File: config.mk
export PLATFORM = sky130hd
export DESIGN_NAME = rc4_core_scheduler_flat
export DESIGN_NICKNAME = d
export VERILOG_FILES = /design/src/rtl/rc4_core_scheduler_if.sv /design/src/rtl/rc4_core_scheduler.sv /design/src/flat_wrapper.sv
export SDC_FILE = /design/constraint.sdc
export NUM_CORES = 1
export LEC_CHECK = 0
export BUFFER_PORTS_ARGS = -buffer_cell sky130_fd_sc_hd__buf_2
export CORE_MARGIN = 2
export CORE_UTILIZATION = 41
export CTS_CLUSTER_SIZE = 16
export DETAILED_ROUTE_END_ITERATION = 16
export GPL_TIMING_DRIVEN = 0
export SLEW_MARGIN = 5
export SYNTH_ARGS = -nofsm -noshare
export SYNTH_HDL_FRONTEND = slang
export SYNTH_SLANG_ARGS = --single-unit
File: constraint.sdc
create_clock -name clk -period 3.08 [get_ports clk]
set_input_delay 0.308 -clock clk [delete_from_list [all_inputs] [get_ports clk]]
set_output_delay 0.308 -clock clk [all_outputs]
set_load 0.1 [all_outputs]
File: src/rtl/rc4_core_scheduler_if.sv
// rc4_core_scheduler_if: control and core-array signals of the key scheduler.
// slave = scheduler side, master = top level and core array side.
interface rc4_core_scheduler_if #(
    parameter int NUM_CORES = 4,
    parameter int KEY_W     = 22
);
    logic                       start;
    logic [NUM_CORES-1:0]       core_start;
    logic [NUM_CORES*KEY_W-1:0] core_key;
    logic                       core_abort;
    logic [NUM_CORES-1:0]       core_done;
    logic [NUM_CORES-1:0]       core_found;
    logic                       busy;
    logic                       done;
    logic                       found;
    logic [KEY_W-1:0]           found_key;
    logic [3:0]                 found_core;
    logic [KEY_W:0]             keys_dispatched;

    modport slave (
        input  start, core_done, core_found,
        output core_start, core_key, core_abort,
        output busy, done, found, found_key, found_core,
        output keys_dispatched
    );

    modport master (
        output start, core_done, core_found,
        input  core_start, core_key, core_abort,
        input  busy, done, found, found_key, found_core,
        input  keys_dispatched
    );
endinterface

File: src/rtl/rc4_core_scheduler.sv
// rc4_core_scheduler: hands keys KEY_MIN..KEY_MAX to parallel RC4 crack cores,
// latches the first winning key, aborts the array on a hit, reports exhaustion.
module rc4_core_scheduler #(
    parameter int               NUM_CORES = 4,
    parameter int               KEY_W     = 22,
    parameter logic [KEY_W-1:0] KEY_MIN   = '0,
    parameter logic [KEY_W-1:0] KEY_MAX   = '1
) (
    input logic                 clk,
    input logic                 reset,
    rc4_core_scheduler_if.slave bus
);
    typedef enum logic [1:0] {
        S_IDLE,
        S_RUN,
        S_DRAIN,
        S_DONE
    } state_t;

    localparam logic [KEY_W-1:0] KEY_ONE = KEY_W'(1);
    localparam logic [KEY_W:0]   CNT_ONE = (KEY_W + 1)'(1);

    state_t                     state_q;
    logic [NUM_CORES-1:0]       flags_q;
    logic [NUM_CORES-1:0]       core_start_q;
    logic [NUM_CORES*KEY_W-1:0] core_key_q;
    logic                       core_abort_q;
    logic                       busy_q;
    logic                       done_q;
    logic                       found_q;
    logic [KEY_W-1:0]           found_key_q;
    logic [3:0]                 found_core_q;
    logic [KEY_W-1:0]           cnt_q;
    logic [KEY_W:0]             kd_q;

    logic                       active;
    logic [NUM_CORES-1:0]       retire;
    logic [NUM_CORES-1:0]       hits;
    logic                       hit_any;
    logic [3:0]                 hit_idx;
    logic [KEY_W-1:0]           hit_key;
    logic                       sel_ok;
    logic [3:0]                 sel_idx;
    logic [NUM_CORES-1:0]       sel_oh;
    logic                       start_now;
    logic                       disp_en;
    logic [KEY_W-1:0]           disp_key;
    logic                       disp_last;
    logic [NUM_CORES-1:0]       flags_d;

    // Completions only count for cores that hold a key; lowest hit wins
    always_comb begin
        active  = (state_q == S_RUN) || (state_q == S_DRAIN);
        retire  = active ? (bus.core_done & flags_q) : '0;
        hits    = retire & bus.core_found;
        hit_any = |hits;
        hit_idx = '0;
        for (int i = NUM_CORES - 1; i >= 0; i--) begin
            if (hits[i]) hit_idx = 4'(i);
        end
        hit_key = core_key_q[int'(hit_idx)*KEY_W +: KEY_W];
    end

    // Next key goes to the lowest idle core; a start also dispatches at once
    always_comb begin
        sel_ok  = 1'b0;
        sel_idx = '0;
        sel_oh  = '0;
        for (int i = NUM_CORES - 1; i >= 0; i--) begin
            if (!flags_q[i]) begin
                sel_ok    = 1'b1;
                sel_idx   = 4'(i);
                sel_oh    = '0;
                sel_oh[i] = 1'b1;
            end
        end
        start_now = bus.start &&
                    (state_q == S_IDLE || state_q == S_DONE);
        disp_en   = sel_ok && (start_now || state_q == S_RUN);
        disp_key  = start_now ? KEY_MIN : cnt_q;
        disp_last = (disp_key == KEY_MAX);
        flags_d   = (flags_q & ~retire) | (disp_en ? sel_oh : '0);
    end

    // Search FSM with registered dispatch and result outputs
    always_ff @(posedge clk) begin
        if (reset) begin
            state_q      <= S_IDLE;
            flags_q      <= '0;
            core_start_q <= '0;
            core_key_q   <= '0;
            core_abort_q <= 1'b0;
            busy_q       <= 1'b0;
            done_q       <= 1'b0;
            found_q      <= 1'b0;
            found_key_q  <= '0;
            found_core_q <= '0;
            cnt_q        <= KEY_MIN;
            kd_q         <= '0;
        end else begin
            core_start_q <= '0;
            core_abort_q <= 1'b0;
            if (disp_en) begin
                core_start_q <= sel_oh;
                core_key_q[int'(sel_idx)*KEY_W +: KEY_W] <= disp_key;
                cnt_q <= disp_last ? disp_key : disp_key + KEY_ONE;
                kd_q  <= (start_now ? '0 : kd_q) + CNT_ONE;
            end
            unique case (state_q)
                S_IDLE, S_DONE: begin
                    if (start_now) begin
                        busy_q       <= 1'b1;
                        done_q       <= 1'b0;
                        found_q      <= 1'b0;
                        found_key_q  <= '0;
                        found_core_q <= '0;
                        flags_q      <= flags_d;
                        state_q      <= disp_last ? S_DRAIN : S_RUN;
                    end
                end
                S_RUN, S_DRAIN: begin
                    if (hit_any) begin
                        found_key_q  <= hit_key;
                        found_core_q <= hit_idx;
                        found_q      <= 1'b1;
                        done_q       <= 1'b1;
                        busy_q       <= 1'b0;
                        core_abort_q <= 1'b1;
                        flags_q      <= '0;
                        state_q      <= S_DONE;
                    end else begin
                        flags_q <= flags_d;
                        if (state_q == S_DRAIN) begin
                            if (flags_d == '0) begin
                                done_q  <= 1'b1;
                                busy_q  <= 1'b0;
                                state_q <= S_DONE;
                            end
                        end else if (disp_en && disp_last) begin
                            state_q <= S_DRAIN;
                        end
                    end
                end
                default: state_q <= S_IDLE;
            endcase
        end
    end

    assign bus.core_start      = core_start_q;
    assign bus.core_key        = core_key_q;
    assign bus.core_abort      = core_abort_q;
    assign bus.busy            = busy_q;
    assign bus.done            = done_q;
    assign bus.found           = found_q;
    assign bus.found_key       = found_key_q;
    assign bus.found_core      = found_core_q;
    assign bus.keys_dispatched = kd_q;
endmodule

File: src/flat_wrapper.sv
// flat-port wrapper written by rule: the top's interface ports become plain ports
module rc4_core_scheduler_flat 
#(
    parameter int               NUM_CORES = 4,
    parameter int               KEY_W     = 22,
    parameter logic [KEY_W-1:0] KEY_MIN   = '0,
    parameter logic [KEY_W-1:0] KEY_MAX   = '1
)
  (clk, reset, bus_start, bus_core_done, bus_core_found, bus_core_start, bus_core_key, bus_core_abort, bus_busy, bus_done, bus_found, bus_found_key, bus_found_core, bus_keys_dispatched);
  rc4_core_scheduler_if #(.NUM_CORES(NUM_CORES), .KEY_W(KEY_W)) bus_i ();
  input logic clk;
  input logic reset;
  input wire logic [$bits(bus_i.start)-1:0] bus_start;
  input wire logic [$bits(bus_i.core_done)-1:0] bus_core_done;
  input wire logic [$bits(bus_i.core_found)-1:0] bus_core_found;
  output wire logic [$bits(bus_i.core_start)-1:0] bus_core_start;
  output wire logic [$bits(bus_i.core_key)-1:0] bus_core_key;
  output wire logic [$bits(bus_i.core_abort)-1:0] bus_core_abort;
  output wire logic [$bits(bus_i.busy)-1:0] bus_busy;
  output wire logic [$bits(bus_i.done)-1:0] bus_done;
  output wire logic [$bits(bus_i.found)-1:0] bus_found;
  output wire logic [$bits(bus_i.found_key)-1:0] bus_found_key;
  output wire logic [$bits(bus_i.found_core)-1:0] bus_found_core;
  output wire logic [$bits(bus_i.keys_dispatched)-1:0] bus_keys_dispatched;
  assign bus_i.start = bus_start;
  assign bus_i.core_done = bus_core_done;
  assign bus_i.core_found = bus_core_found;
  assign bus_core_start = bus_i.core_start;
  assign bus_core_key = bus_i.core_key;
  assign bus_core_abort = bus_i.core_abort;
  assign bus_busy = bus_i.busy;
  assign bus_done = bus_i.done;
  assign bus_found = bus_i.found;
  assign bus_found_key = bus_i.found_key;
  assign bus_found_core = bus_i.found_core;
  assign bus_keys_dispatched = bus_i.keys_dispatched;
  rc4_core_scheduler #(.NUM_CORES(NUM_CORES), .KEY_W(KEY_W), .KEY_MIN(KEY_MIN), .KEY_MAX(KEY_MAX)) u_core (.clk(clk), .reset(reset), .bus(bus_i));
endmodule
# --- Yosys cells after proc, flatten, opt, wreduce, memory -nomap -nowiden ---
# Index checks and enable logic that the tools add are counted.
# Widths: inputs -> output; s select.
word_totals:
  register_bits: 173
  in_bits: 11
  out_inout_bits: 145
op_classes:
  n_addsub: 3
  multipliers: 2
  n_eq_ne: 10
  shifts: 3
  n_mux: 51
  bitwise_logic: 6
  n_reduce_logical: 15
ops:
  columns: ["operator", "count"]
  rows:
  - ["$bwmux 88", 1]
  - ["$mux 22", 4]
  - ["$shift 22x33->88 const A", 1]
  - ["$shiftx 22x33->88", 1]
  - ["$shiftx 88x32->22", 1]
  - ["$pmux 22 s2", 1]
  - ["$mux 4", 10]
  - ["$neg 32->33", 1]
  - ["$mux 2", 14]
  - ["$add 23x1->23 const B", 1]
  - ["$mux 23", 1]
  - ["$add 22x1->22 const B", 1]
  - ["$eq 22x22->1 const B", 1]
  - ["$pmux 4 s2", 2]
  - ["$mux 1", 14]
  - ["$and 4x4->4", 3]
  - ["$mul 2x4->6 const B", 2]
  - ["$ne 3x1->1 const B", 2]
  - ["$pmux 1 s2", 3]
  - ["$reduce_and 3->1", 2]
  - ["$reduce_or 2->1", 3]
  - ["$eq 2x2->1 const B", 2]
  - ["$logic_not 4->1", 1]
  - ["$ne 2x1->1 const B", 2]
  - ["12 further kinds", 16]

# --- Longest topological paths before layout ---
logic_depth:
  ltp_word: 12
  ltp_mapped: 17
  ltp_nobuf: 12

# --- Least setup slack after synthesis ---
# No wires, ideal clock.
synth_path:
  kind: "register to register"
  from: "register u_core.state_q[0]"
  to: "register u_core.kd_q[22], in the netlist u_core.bus.keys_dispatched[22]"
  setup_ns: 0.128
  t_arrival_ns: 3.202
  required_time_ns: 2.952
  slack_ns: -0.250
  stages_incl_launch_ff: 16
  path_buffers: 4
  synth_period_minus_slack_ns: 3.330
  path_cell_list: "dfxtp_1 > inv_1 > ha_1 > buf_2 > nand2_1 > buf_2 > clkbuf_1 > clkbuf_1 > and2_1 > ha_1 > nand2_1 > nor4_2 > nand3_1 > or4_1 > xnor2_1 > nor2_1"
synth_via:
  elab_chain_len: 5
  word_cells_on_any_way: 9
  cone_classes: "add/sub (1); eq/ne (2); mux (1); reduce/logical (5)"
synth_rtl:
  columns: ["item", "line_no", "text"]
  rows:
  - ["start: declaration", "rc4_core_scheduler.sv:23", "state_t state_q;"]
  - ["start signal: assignment", "rc4_core_scheduler.sv:118", "state_q <= disp_last ? S_DRAIN : S_RUN;"]
  - ["$eq 2x2->1 / $logic_not 2->1 (equally long branches)", "rc4_core_scheduler.sv:78", "(state_q == S_IDLE || state_q == S_DONE);"]
  - ["$logic_or 1x1->1", "rc4_core_scheduler.sv:78", null]
  - ["$logic_and 1x1->1", "rc4_core_scheduler.sv:77", "start_now = bus.start &&"]
  - ["$mux 23 / $logic_or 1x1->1 (equally long branches)", "rc4_core_scheduler.sv:107, rc4_core_scheduler.sv:79", null]
  - ["$add 23x1->23 / $logic_and 1x1->1 (equally long branches)", "rc4_core_scheduler.sv:107, rc4_core_scheduler.sv:79", null]
  - ["end signal: assignment", "rc4_core_scheduler.sv:107", "kd_q <= (start_now ? '0 : kd_q) + CNT_ONE;"]
  - ["end: declaration", "rc4_core_scheduler.sv:34", "logic [KEY_W:0] kd_q;"]
# Parallel ways exist; a longest one is shown, timed or not.
# A chain may end at the register's enable or synchronous reset.

# --- Final worst setup path ---
layout_path:
  from: "register u_core.flags_q[3]"
  to: "register u_core.core_key_q[67], in the netlist u_core.bus.core_key[67]"
layout_via:
  elab_chain_len: 8
  word_cells_on_any_way: 14
  cone_classes: "add/sub (1); mul (1); shift (2); mux (9); reduce/logical (1)"
layout_rtl:
  columns: ["item", "line_no", "text"]
  rows:
  - ["start: declaration", "rc4_core_scheduler.sv:24", "logic [NUM_CORES-1:0] flags_q;"]
  - ["start signal: assignment", "rc4_core_scheduler.sv:117", "flags_q <= flags_d;"]
  - ["start signal: assignment", "rc4_core_scheduler.sv:132", "flags_q <= flags_d;"]
  - ["$mux 2 (4 in series)", "rc4_core_scheduler.sv:70", "if (!flags_q[i]) begin"]
  - ["$mul 2x4->6", "rc4_core_scheduler.sv:105", "core_key_q[int'(sel_idx)*KEY_W +: KEY_W] <= disp_key;"]
  - ["$neg 32->33", "rc4_core_scheduler.sv:105", null]
  - ["$shiftx 22x33->88 / $shift 22x33->88 (equally long branches)", "rc4_core_scheduler.sv:105", null]
  - ["$bwmux 88", "rc4_core_scheduler.sv:105", null]
  - ["end signal: indexed assignment", "rc4_core_scheduler.sv:105", null]
  - ["end: declaration", "rc4_core_scheduler.sv:26", "logic [NUM_CORES*KEY_W-1:0] core_key_q;"]
# Parallel ways exist; a longest one is shown, timed or not.

==> summary.md <==
| Metric | Value |
|---|---|
| Largest family of logic cells by synthesized area | simple AND/OR/NAND/NOR gates |
| CP required | 3.46 ns |
| Worst Setup SP | u_core.flags_q[3] |
| Final ANT Viol Nets | 0 |
| Layout cell share with drive strength beyond 1 | 28.8% |
| Final Wtd Congestion | 0.977 |
| First-pass DRT Iterations | 5 |
| Vias in the first global route | 8438 |
| Status | completed |
| Most common cell after layout, fill and taps aside | dfxtp_1 |
| Fin area | 10900 µm² |
| Synth Area in Compound Gates | 18.9% |
| Worst setup path class | flip-flop to flip-flop |
| Global-route wire length before repair | 54900 µm |
| Mapped Cells | 984 |
| Placement Rows | 53 |
| Max incr delay on CP | 0.44 ns |
| FMAX | 333 MHz |
| Total Wirelength | 37100 µm |
| Switching Power | 3.86 mW |
| P_leak | 4.42 nW |
| Fin cells | 1464 |
| Worst r2r src | u_core.flags_q[3] |
| MaxCap Viol Count | 0 |
| CP endpoint kind | flip-flop |
| Seq pwr share | 28.2% |
| Fillers | 1993 |
| Area share of the largest cell type after synthesis | 39.8% |
| Clock sinks | 171 |
| DP HPWL | 27200 µm |
| Post-synthesis mux area share | 10.3% |
| Die Ht | 149 µm |
| VDD IR max | 0.510 mV |
| Switching share of power | 46.3% |
| Wire per inst | 25.3 µm |
| Reg area | 3430 µm² |
| Root Buffer | clkbuf_16 |
| CP startpoint kind | flip-flop |
| Core Util, Final | 52.5% |
| Yosys cell types | 68 |
| CTS tree | yes |
| Crit path max-delay family | compound AO/OA/AOI/OAI gates |
| Initial antenna violation count | 2 |
| Syn. warnings | 0 |
| Via count | 8980 |
| Critical path buffers and inverters | 4 |
| Core ar. | 20800 µm² |
| Antenna fix cells | 0 |
| Fin. Hold Viols | 0 |
| P_int | 4.48 mW |
| Area of the multi-input gates | 5040 µm² |
| PortBufs | 151 |
| 1st-iter DRT viols | 699 |
| Largest net degree at the start of global routing | 22 |
| Synth Area in XOR/XNOR | 2.95% |
| Ports | 156 |
| CP Cell Sequence | nand2b_1 -> a21boi_2 -> inv_2 -> buf_4 -> buf_6 -> ha_4 -> xnor2_1 -> clkbuf_4 -> nor3_2 -> a22oi_1 -> o21ai_0 -> a22oi_1 -> nor2_1 |
| Most frequent CP cell | a22oi_1 |
| Starting density of the core | 41.3% |
| CTS Buffer Depth | 2 |
| Logic gate share of total power | 44.1% |
| Area contributors post-synth | dfxtp_1, mux4_2, nand2_1 |
| Final setup viols | 0 |
| Worst reg-to-reg setup slack | 0.08 ns |
| Syn-to-layout area delta | 27.1% |
| Critical Path Stages | 13 |
| Seq cells post-synth | 171 |
| Post-CTS Hold Fix Bufs | 0 |
| CTS Buf Count | 17 |
| Die area | 22200 µm² |
| Global Route Usage Sum | 33.6% |
| Worst clock skew | 0.0136 ns |
| Worst EP arrival | 3.38 ns |
| Drc violations | 0 |
| Simple-gate share of the synthesized area | 21.7% |
| Number of flops mapped to enable cells by yosys | 0 |
| Clock transition at path regs | 0.08 ns |
| Adder-cell share of the synthesized area | 1.60% |
| Gr ovfl total | 0 |
| Cells after DPL | 1412 |
| Post-Synthesis Cell Area | 8610 µm² |
| Top_reg_cell synth | dfxtp_1 |
| # H-tree levels | 4 |
| R2R depth | 13 |
| Clock Power Share | 27.6% |
| DR vias/cell | 6.13 |
| Power per Cell Area | 762 nW/µm² |
| Most frequent cells in the layout | dfxtp_1, buf_2, nand2_1 |
| Hold Path Class | input port to flip-flop |
| Async SR Flop Fraction | 0% |
| Final min period | 3.00 ns |
| Clk_lat worst skew | 0.45 ns |
| Slew headroom | 39.0% |
| Tcrit/Tclk final | 97.5% |
| R2R Path End | u_core.bus.core_key[67] |
| Slowest CP cell | nor3_2 |
| Avg Synthesized Cell Area | 8.75 µm² |
| Final nets | 1198 |
| Post-synth top area cell | dfxtp_1 |
| Die Wd | 149 µm |
| Post-DP Area | 9750 µm² |
| Critical path peak fanout | 12 |
| Register area share after synthesis | 39.8% |
| Slew at the pin with the worst max-slew slack | 0.916 ns |
| Setup crit end | u_core.bus.core_key[67] |
| Slew Viols, Final | 0 |
-- synthesized netlist by cell type, drive strengths merged (7+ instances only) --
master / number
a32oi: 12
nand3: 39
a21o: 8
nor2: 110
and2: 14
ha: 11
nand4: 19
nand2: 125
a21oi: 40
mux2i: 14
xor2: 13
and3: 11
o2bb2ai: 7
a22o: 40
a22oi: 31
xnor2: 16
buf: 25
dfxtp: 171
o21ai: 54
mux4: 31
nor3: 26
inv: 14
clkbuf: 62
or3: 7
-- worst reg2reg max path: stages (launching register included) --
cell and delay (ns):
dfxtp_2 0.36, nand2b_1 0.20, a21boi_2 0.24, inv_2 0.10, buf_4 0.20, buf_6 0.17
ha_4 0.20, xnor2_1 0.15, clkbuf_4 0.22, nor3_2 0.45, a22oi_1 0.14, o21ai_0 0.29
a22oi_1 0.11, nor2_1 0.12
-- what timing repair did --
action,CTS,global route
hold endpoints to repair,0,0
gates cloned,0,0
gates resized for setup,92,24
pin swaps,7,8
setup endpoints to repair,142,104
setup buffers,17,10
-- state kept, by name (all words and copies together), names as in the netlist --
signal / count
u_core.bus.busy: 1
u_core.bus.found_core: 2
u_core.bus.keys_dispatched: 23
u_core.flags_q: 4
u_core.bus.found_key: 22
u_core.state_q: 2
u_core.cnt_q: 22
u_core.bus.core_key: 88
u_core.bus.done: 1
u_core.bus.found: 1
u_core.bus.core_start: 4
u_core.bus.core_abort: 1
-- how the worst min path moves through the flow --
stage | slack (ns) | start | cells after the start | to
after global routing | 0.22 | bus_core_done[2] | 4 | u_core.flags_q[2]
after detailed placement | 0.45 | u_core.bus.found_core[0] | 1 | u_core.bus.found_core[0]
final | 0.18 | bus_core_done[2] | 4 | u_core.flags_q[2]
after floorplan | 0.48 | u_core.flags_q[3] | 2 | u_core.flags_q[3]
after CTS | 0.18 | bus_core_done[2] | 4 | u_core.flags_q[2]
after global placement | 0.45 | u_core.bus.found_core[0] | 1 | u_core.bus.found_core[0]
-- per-stage QoR --
stage	hold slack [ns]	power, mW	TNS [ns]	setup slack (ns)
global route	0.223	8.62	-0.0345	-0.0142
floorplan	0.482	4.38	-0.0297	-0.0297
CTS	0.180	8.20	0	0.0126
global placement	0.451	5.42	-116.26	-1.76
detailed placement	0.453	5.41	-99.75	-1.35
finish	0.182	8.34	0	0.0766
-- kinds of logic after synthesis --
kind of cell	count (synthesis)
compound gates	231
fa+ha+maj	11
simple gates	391
xor+xnor	29
flops	171
mux	49
other cells	1
buf+inv	101
-- area by class of cell --
cell class                      instances  area share (%)
Tap cell                              275            3.15
Clock inverter                         15            1.86
Sequential cell                       171            31.3
Timing Repair Buffer                  179            8.94
Buffer                                 80            4.23
Clock buffer                           17            3.89
Inverter                               14           0.503
Multi-Input combinational cell        713            46.1
-- power groups by stage --
| stage | clock, mW | sequential (mW) | combinational [mW] |
|---|---|---|---|
| 6_report | 2.30 | 2.35 | 3.68 |
| 5_1_grt | 2.41 | 2.36 | 3.85 |
| 4_1_cts | 2.31 | 2.35 | 3.54 |
| 3_5_place_dp | 0 | 2.39 | 3.02 |
| 3_3_place_gp | 0 | 2.39 | 3.02 |
| 2_1_floorplan | 0 | 2.65 | 1.73 |
-- routing by layer --
metal / GRT usage [%] / share of wire [%] / vias up / routed length (µm)
li1: - / - / 3985 / -
met1: 42.2 / 40 / 4379 / 14900
met2: 55.4 / 47 / 491 / 17500
met3: 6.36 / 7.7 / 121 / 2870
met4: 17.0 / 4.8 / 4 / 1790
met5: 0 / 0.076 / - / 28
Note: power is estimated with default switching activity, not from simulation.
